`src/rtl/layer_sequencer.sv`:
```
// Layer sequencer: walks a range of layer-table entries, issuing one
// start pulse per layer and tracking OFM base addresses.
module layer_sequencer #(
  parameter  int NUM_LAYER    = 13,
  parameter  int OFM_RAM_SIZE = 2378675,
  localparam int LW    = (NUM_LAYER > 1) ? $clog2(NUM_LAYER) : 1,
  localparam int AW    = $clog2(OFM_RAM_SIZE),
  localparam int CFG_W = 37 + (LW + 1) + AW
) (
  input  logic             clk,
  input  logic             rst_n,
  input  logic             start_CNN,
  input  logic [LW-1:0]    first_layer,
  input  logic [LW-1:0]    last_layer,
  input  logic             abort,
  input  logic             cfg_we,
  input  logic [LW-1:0]    cfg_addr,
  input  logic [CFG_W-1:0] cfg_wdata,
  input  logic             done_layer,
  output logic             start_layer,
  output logic             done_CNN,
  output logic             aborted,
  output logic             busy,
  output logic [LW-1:0]    count_layer,
  output logic [8:0]       ifm_size,
  output logic [10:0]      ifm_channel,
  output logic [1:0]       kernel_size,
  output logic [10:0]      num_filter,
  output logic             maxpool_mode,
  output logic [1:0]       maxpool_stride,
  output logic             upsample_mode,
  output logic [AW-1:0]    start_write_addr,
  output logic [AW-1:0]    start_read_addr
);

  typedef struct packed {
    logic [8:0]    isz;
    logic [10:0]   ich;
    logic [1:0]    ks;
    logic [10:0]   nf;
    logic          mpm;
    logic [1:0]    mps;
    logic          up;
    logic [LW:0]   src;
    logic [AW-1:0] ofm;
  } ent_t;

  typedef enum logic [2:0] {
    IDLE, LOAD, START, RUN, NEXT, FIN
  } state_t;

  localparam logic [LW:0] NL     = (LW+1)'(NUM_LAYER);
  localparam logic [AW:0] RAM_SZ = (AW+1)'(OFM_RAM_SIZE);

  state_t        state_q;
  ent_t          tbl_q [NUM_LAYER];
  ent_t          ent_q;
  ent_t          cur_q;
  logic [AW-1:0] hist_q [NUM_LAYER];
  logic [LW-1:0] first_q, last_q, cnt_q;
  logic [AW-1:0] wp_q, wr_q, rd_q;
  logic          stl_q, dcnn_q, abt_q;

  logic [AW:0]   sum;
  logic [AW-1:0] wp_d;
  logic [AW-1:0] rd_d;
  logic [LW-1:0] nxt_cnt;
  logic          go;

  assign go      = start_CNN && (first_layer <= last_layer)
                   && ({1'b0, last_layer} < NL);
  assign nxt_cnt = cnt_q + LW'(1);
  assign sum     = {1'b0, wp_q} + {1'b0, cur_q.ofm};
  assign wp_d    = (sum >= RAM_SZ) ? AW'(sum - RAM_SZ)
                                   : sum[AW-1:0];

  // Read base: 0 for the run's first layer, else chained or routed
  always_comb begin
    rd_d = '0;
    if (cnt_q == first_q)
      rd_d = '0;
    else if (ent_q.src[LW])
      rd_d = wr_q;
    else if ({1'b0, ent_q.src[LW-1:0]} < NL)
      rd_d = hist_q[ent_q.src[LW-1:0]];
  end

  // Table storage survives reset; writes accepted only while idle
  always_ff @(posedge clk) begin
    if (cfg_we && state_q == IDLE && ({1'b0, cfg_addr} < NL))
      tbl_q[cfg_addr] <= ent_t'(cfg_wdata);
  end

  // Sequencer FSM with registered pulses, fields and addresses
  always_ff @(posedge clk or negedge rst_n) begin
    if (!rst_n) begin
      state_q <= IDLE;
      ent_q   <= '0;
      cur_q   <= '0;
      first_q <= '0;
      last_q  <= '0;
      cnt_q   <= '0;
      wp_q    <= '0;
      wr_q    <= '0;
      rd_q    <= '0;
      stl_q   <= 1'b0;
      dcnn_q  <= 1'b0;
      abt_q   <= 1'b0;
      for (int i = 0; i < NUM_LAYER; i++) hist_q[i] <= '0;
    end else begin
      stl_q  <= 1'b0;
      dcnn_q <= 1'b0;
      abt_q  <= 1'b0;
      if (abort && state_q != IDLE) begin
        state_q <= IDLE;
        abt_q   <= 1'b1;
      end else begin
        unique case (state_q)
          IDLE: if (go) begin
            first_q <= first_layer;
            last_q  <= last_layer;
            cnt_q   <= first_layer;
            wp_q    <= '0;
            ent_q   <= tbl_q[first_layer];
            state_q <= LOAD;
          end
          LOAD: begin
            cur_q   <= ent_q;
            wr_q    <= wp_q;
            rd_q    <= rd_d;
            stl_q   <= 1'b1;
            state_q <= START;
          end
          START: state_q <= RUN;
          RUN: if (done_layer) state_q <= NEXT;
          NEXT: begin
            hist_q[cnt_q] <= wr_q;
            wp_q          <= wp_d;
            if (cnt_q == last_q) begin
              dcnn_q  <= 1'b1;
              state_q <= FIN;
            end else begin
              cnt_q   <= nxt_cnt;
              ent_q   <= tbl_q[nxt_cnt];
              state_q <= LOAD;
            end
          end
          FIN: state_q <= IDLE;
          default: state_q <= IDLE;
        endcase
      end
    end
  end

  assign busy             = (state_q != IDLE);
  assign start_layer      = stl_q;
  assign done_CNN         = dcnn_q;
  assign aborted          = abt_q;
  assign count_layer      = cnt_q;
  assign ifm_size         = cur_q.isz;
  assign ifm_channel      = cur_q.ich;
  assign kernel_size      = cur_q.ks;
  assign num_filter       = cur_q.nf;
  assign maxpool_mode     = cur_q.mpm;
  assign maxpool_stride   = cur_q.mps;
  assign upsample_mode    = cur_q.up;
  assign start_write_addr = wr_q;
  assign start_read_addr  = rd_q;

endmodule

```
`config.mk`:
```
export PLATFORM = sky130hd
export DESIGN_NAME = layer_sequencer
export DESIGN_NICKNAME = d
export VERILOG_FILES = /design/src/rtl/layer_sequencer.sv
export SDC_FILE = /design/constraint.sdc
export NUM_CORES = 2
export LEC_CHECK = 0
export CORE_MARGIN = 1.5
export CORE_UTILIZATION = 45
export DETAILED_ROUTE_END_ITERATION = 10
export GPL_ROUTABILITY_DRIVEN = 0
export PLACE_DENSITY = 0.73
export SETUP_SLACK_MARGIN = 0.15
export SLEW_MARGIN = 20
export SYNTH_ARGS = -nofsm -noshare
export SYNTH_HDL_FRONTEND = slang
export SYNTH_SLANG_ARGS = --single-unit
```
`constraint.sdc`:
```
create_clock -name clk -period 8.4 [get_ports clk]
set_clock_uncertainty 0.1 [all_clocks]
set_input_delay 0.84 -clock clk [delete_from_list [all_inputs] [get_ports clk]]
set_output_delay 0.84 -clock clk [all_outputs]
set_load 0.05 [all_outputs]
```
==> impl_results.md <==
- Final WL: 156000 um
- Hold wc startpoint: ent_q[10]
- Final Cell Area: 0.0686 mm^2
- Clk network pwr share: between 30% and 40%
- Power per cell area: 290 mW/mm^2
- Commonest non-fill, non-tap cell in the layout: edfxtp_1
- Fin. max-slew vios: 0
- Max FO, Critical Path: 21
- Ys async rst share: a little under two fifths
- P_int: approximately 13 mW
- Pin count of the biggest net entering global routing: 141
- Worst setup EP type: flip-flop
- Delay of the slowest cell on the worst path: 0.72 ns
- PortBufs: 170
- DR DRC count: 0
- Top delay family on crit path: compound AO/OA/AOI/OAI gates
- Vias in the first global route: 35.9k
- Placed Cells: 5372
- Htree depth: 4
- GRT Total Usage: 22.8%
- Die footprint: 0.137 mm^2
- Initial antenna violation count: 23
- Worst Hold Class: flip-flop to flip-flop
- End of the worst hold path: cur_q[10]
- Final period util: 56.8%
- Status: finished clean
- First-pass DRT Iterations: 5
- Initial Util: 45.4%
- RSZ-0062 raised after global routing: false
- Setup violations, final: 0
- Setup TNS: 0 ns
- Clk_lat worst skew: 0.77 ns
- Synth-to-Final Area Change: 13.0%
- Post-synth top area share: 41.1%
- VDD IR max: 0.371 mV
- RR Startpoint: cur_q[0]
- Worst Path Buf+Inv: 1
- Slew headroom: between 20% and 30%
- Core area: 0.134 mm^2
- TritonCTS Sinks: 1325
- Seq pwr share: between 30 and 40%
- Final ANT Viol Nets: 0
- Synth Net Count: 3796
- Cell taking the most area after synthesis: edfxtp_1
- Slew @ Worst Pin: 1.09 ns
- Pwr Total: 19.9 mW
- CP cell instances: ha_1 -> inv_1 -> fa_1 -> nand2b_1 -> a211oi_2 -> o21bai_1 -> o21ba_2 -> xnor2_1 -> nor3b_1 -> a41o_1 -> a311o_1 -> or2_1 -> nand4_1 -> a21oi_2
- CP Launch Type: flip-flop
- Crit path DAT: approximately 5.4 ns
- Clk buf depth: 3
- Netlist Area Pre-Place: 0.0608 mm^2
- Count of final hold-check violations: 0
- Critical path required time: 8.99 ns
- Root buffer cell: clkbuf_16
- CTS tree: built
- Seq/Total Area, Yosys: 61.4%
- Sw frac: 32.7%
- R2r setup slk: between 3 and 4 ns
- Unique masters post-synth: roughly 70
- Mean post-synth cell area: 16.5 um^2
- Setup CP Type: flip-flop to flip-flop
- Dpl ws: 2.97 ns
- Total CTS buffers: between 100 and 150
- Vias per cell: 6.27
- R2R Path End: wp_q[9]
- Hold slack: 0.353 ns
- Post-CTS Resized: 0
- Slowest library cell on the worst path: a311o_1
- Mapped Cells: 3682
- Switch Pwr: 6.50 mW
- Commonest non-fill, non-tap cells in the layout: 832 x edfxtp_1, 519 x mux4_2, 490 x dfrtp_1
- Ys Warns: 0
- Avg WL per Cell: 27.6 um
- R2R cell count: 14
- Routed vias: 35.3k
- Number of flops mapped to enable cells by yosys: 832
- Starting DRT DRC Count: 3869
- Chip width: 370 um
- Layout Cells excl Fill: around 5.6k
- Leak: approximately 26 nW
- Hpwl dp: 85800 um
- Worst Hold Path Cells: 2
- Synthesized flop and latch total: roughly 1.3k
- Row count: 134
- Share of layout cells above drive strength 1: 29.3%
- Dominant synthesized flop cell: edfxtp_1
- Placed Area: 0.0641 mm^2
- Fmax: roughly 210 MHz
- Synth area leaders: edfxtp_1 41%, dfrtp_1 20%, mux4_2 19%
- Ports: 171
- Share of the core filled with cells: 51.3%
- Setup WS post-layout: 3.63 ns
- Maxcap violations: 0
- Postcts setup bufs: 0
- Clock transition at the registers of the reported paths: roughly 0.060 ns
- Gate power share: between 20 and 30%
- Min Tclk post-route: 4.77 ns
- Chip height: 370 um
- First-pass GRT wire length: 234000 um
- GRT overflow: 0
- Final #Nets: 3861
[power by group through the flow]
stage / Combinational, mW / Sequential, mW / Clock (mW)
finish: 5.95 / 7.93 / 6.02
global route: 6.35 / 7.99 / 6.34
CTS: 5.96 / 7.93 / 6.10
detailed placement: 5.94 / 8.06 / 0
global placement: 5.88 / 8.05 / 0
floorplan: 4.31 / 7.98 / 0
[logic make-up (layout without fill, tap and decap cells)]
family,after synthesis,in the layout,share of synthesized area (%)
fa+ha+maj,32,32,0.671
compound gates,422,422,4.64
xor+xnor,50,50,0.721
flops,1325,1325,61.4
other cells,0,11,0
buf+inv,339,508,2.34
mux,896,896,26.0
simple gates,618,618,4.15
[cell usage after synthesis (3+ instances only)]
cell type,instances
dfrtp_1,493
a32oi_1,61
o2111ai_1,3
clkbuf_1,208
xnor2_1,31
o21bai_1,9
nor2b_1,5
inv_1,20
nor3_1,11
buf_4,35
mux4_2,519
a211oi_1,7
a22o_1,9
o21ai_0,147
nor2_1,40
a21oi_1,51
o2bb2ai_1,3
a221oi_1,22
o211ai_1,3
mux2i_1,88
and2_1,12
o21ai_1,25
mux2_2,289
buf_1,68
a41o_1,3
buf_2,6
a31oi_1,4
ha_1,31
or3_1,3
nand2b_1,8
a211o_1,20
nand3_1,21
nand4_1,4
and3_1,3
edfxtp_1,832
xor2_1,19
a21o_1,27
nand2_1,496
nor3b_1,4
[worst max-delay path by stage]
stage | from | end | slack, ns | cells after the start
after CTS | cur_q[0] | wp_q[9] | 3.72 | 14
after floorplan | state_q[1] | tbl_q[4][0] | 1.09 | 4
after global routing | cur_q[0] | wp_q[0] | 3.31 | 14
after global placement | last_layer[2] | ent_q[36] | 3.13 | 13
after detailed placement | last_layer[2] | ent_q[40] | 2.97 | 13
final | cur_q[0] | wp_q[9] | 3.63 | 14
[final cells by class]
cell class                 count  area [um^2]
fill                       10700        65100
sequential                  1325        37300
tap                         1768         2210
multi-input combinational   2018        22200
clock buffer                 182         3850
inverter                      21         80.1
clock inverter                61          569
antenna                       11         27.5
timing repair buffer         244         2370
[layer usage]
layer | wire length [um] | part of all wire, % | GRT usage, %
met1 | 62700 | 40 | 31.9
met2 | 75500 | 49 | 36.5
met3 | 14100 | 9.1 | 4.71
met4 | 3140 | 2.0 | 6.12
met5 | 130 | 0.084 | 0
[worst reg2reg max path, delay by kind of cell, from the launching register on]
kind	cells	cell delay, ns
xor gates and xnor gates	1	0.54
buffers and inverters	1	0.06
adders and majority gates	2	0.64
DFF	1	0.40
and+or+nand+nor	4	1.01
AOI/OAI and AO/OA	6	1.94
[state kept, by name, indices dropped and copies added (netlist names), 9 cells and up]
register and count:
start_write_addr 22, wp_q 22, cur_q 22, ifm_channel 11, ent_q 64, ifm_size 9
hist_q 286, tbl_q 832, start_read_addr 22, num_filter 11
[what timing repair did]
action	in CTS	in global routing
hold buffers	0	1
setup endpoints to repair	0	0
endpoints found under the hold margin	0	50
Note: power is estimated with default switching activity, not from simulation.
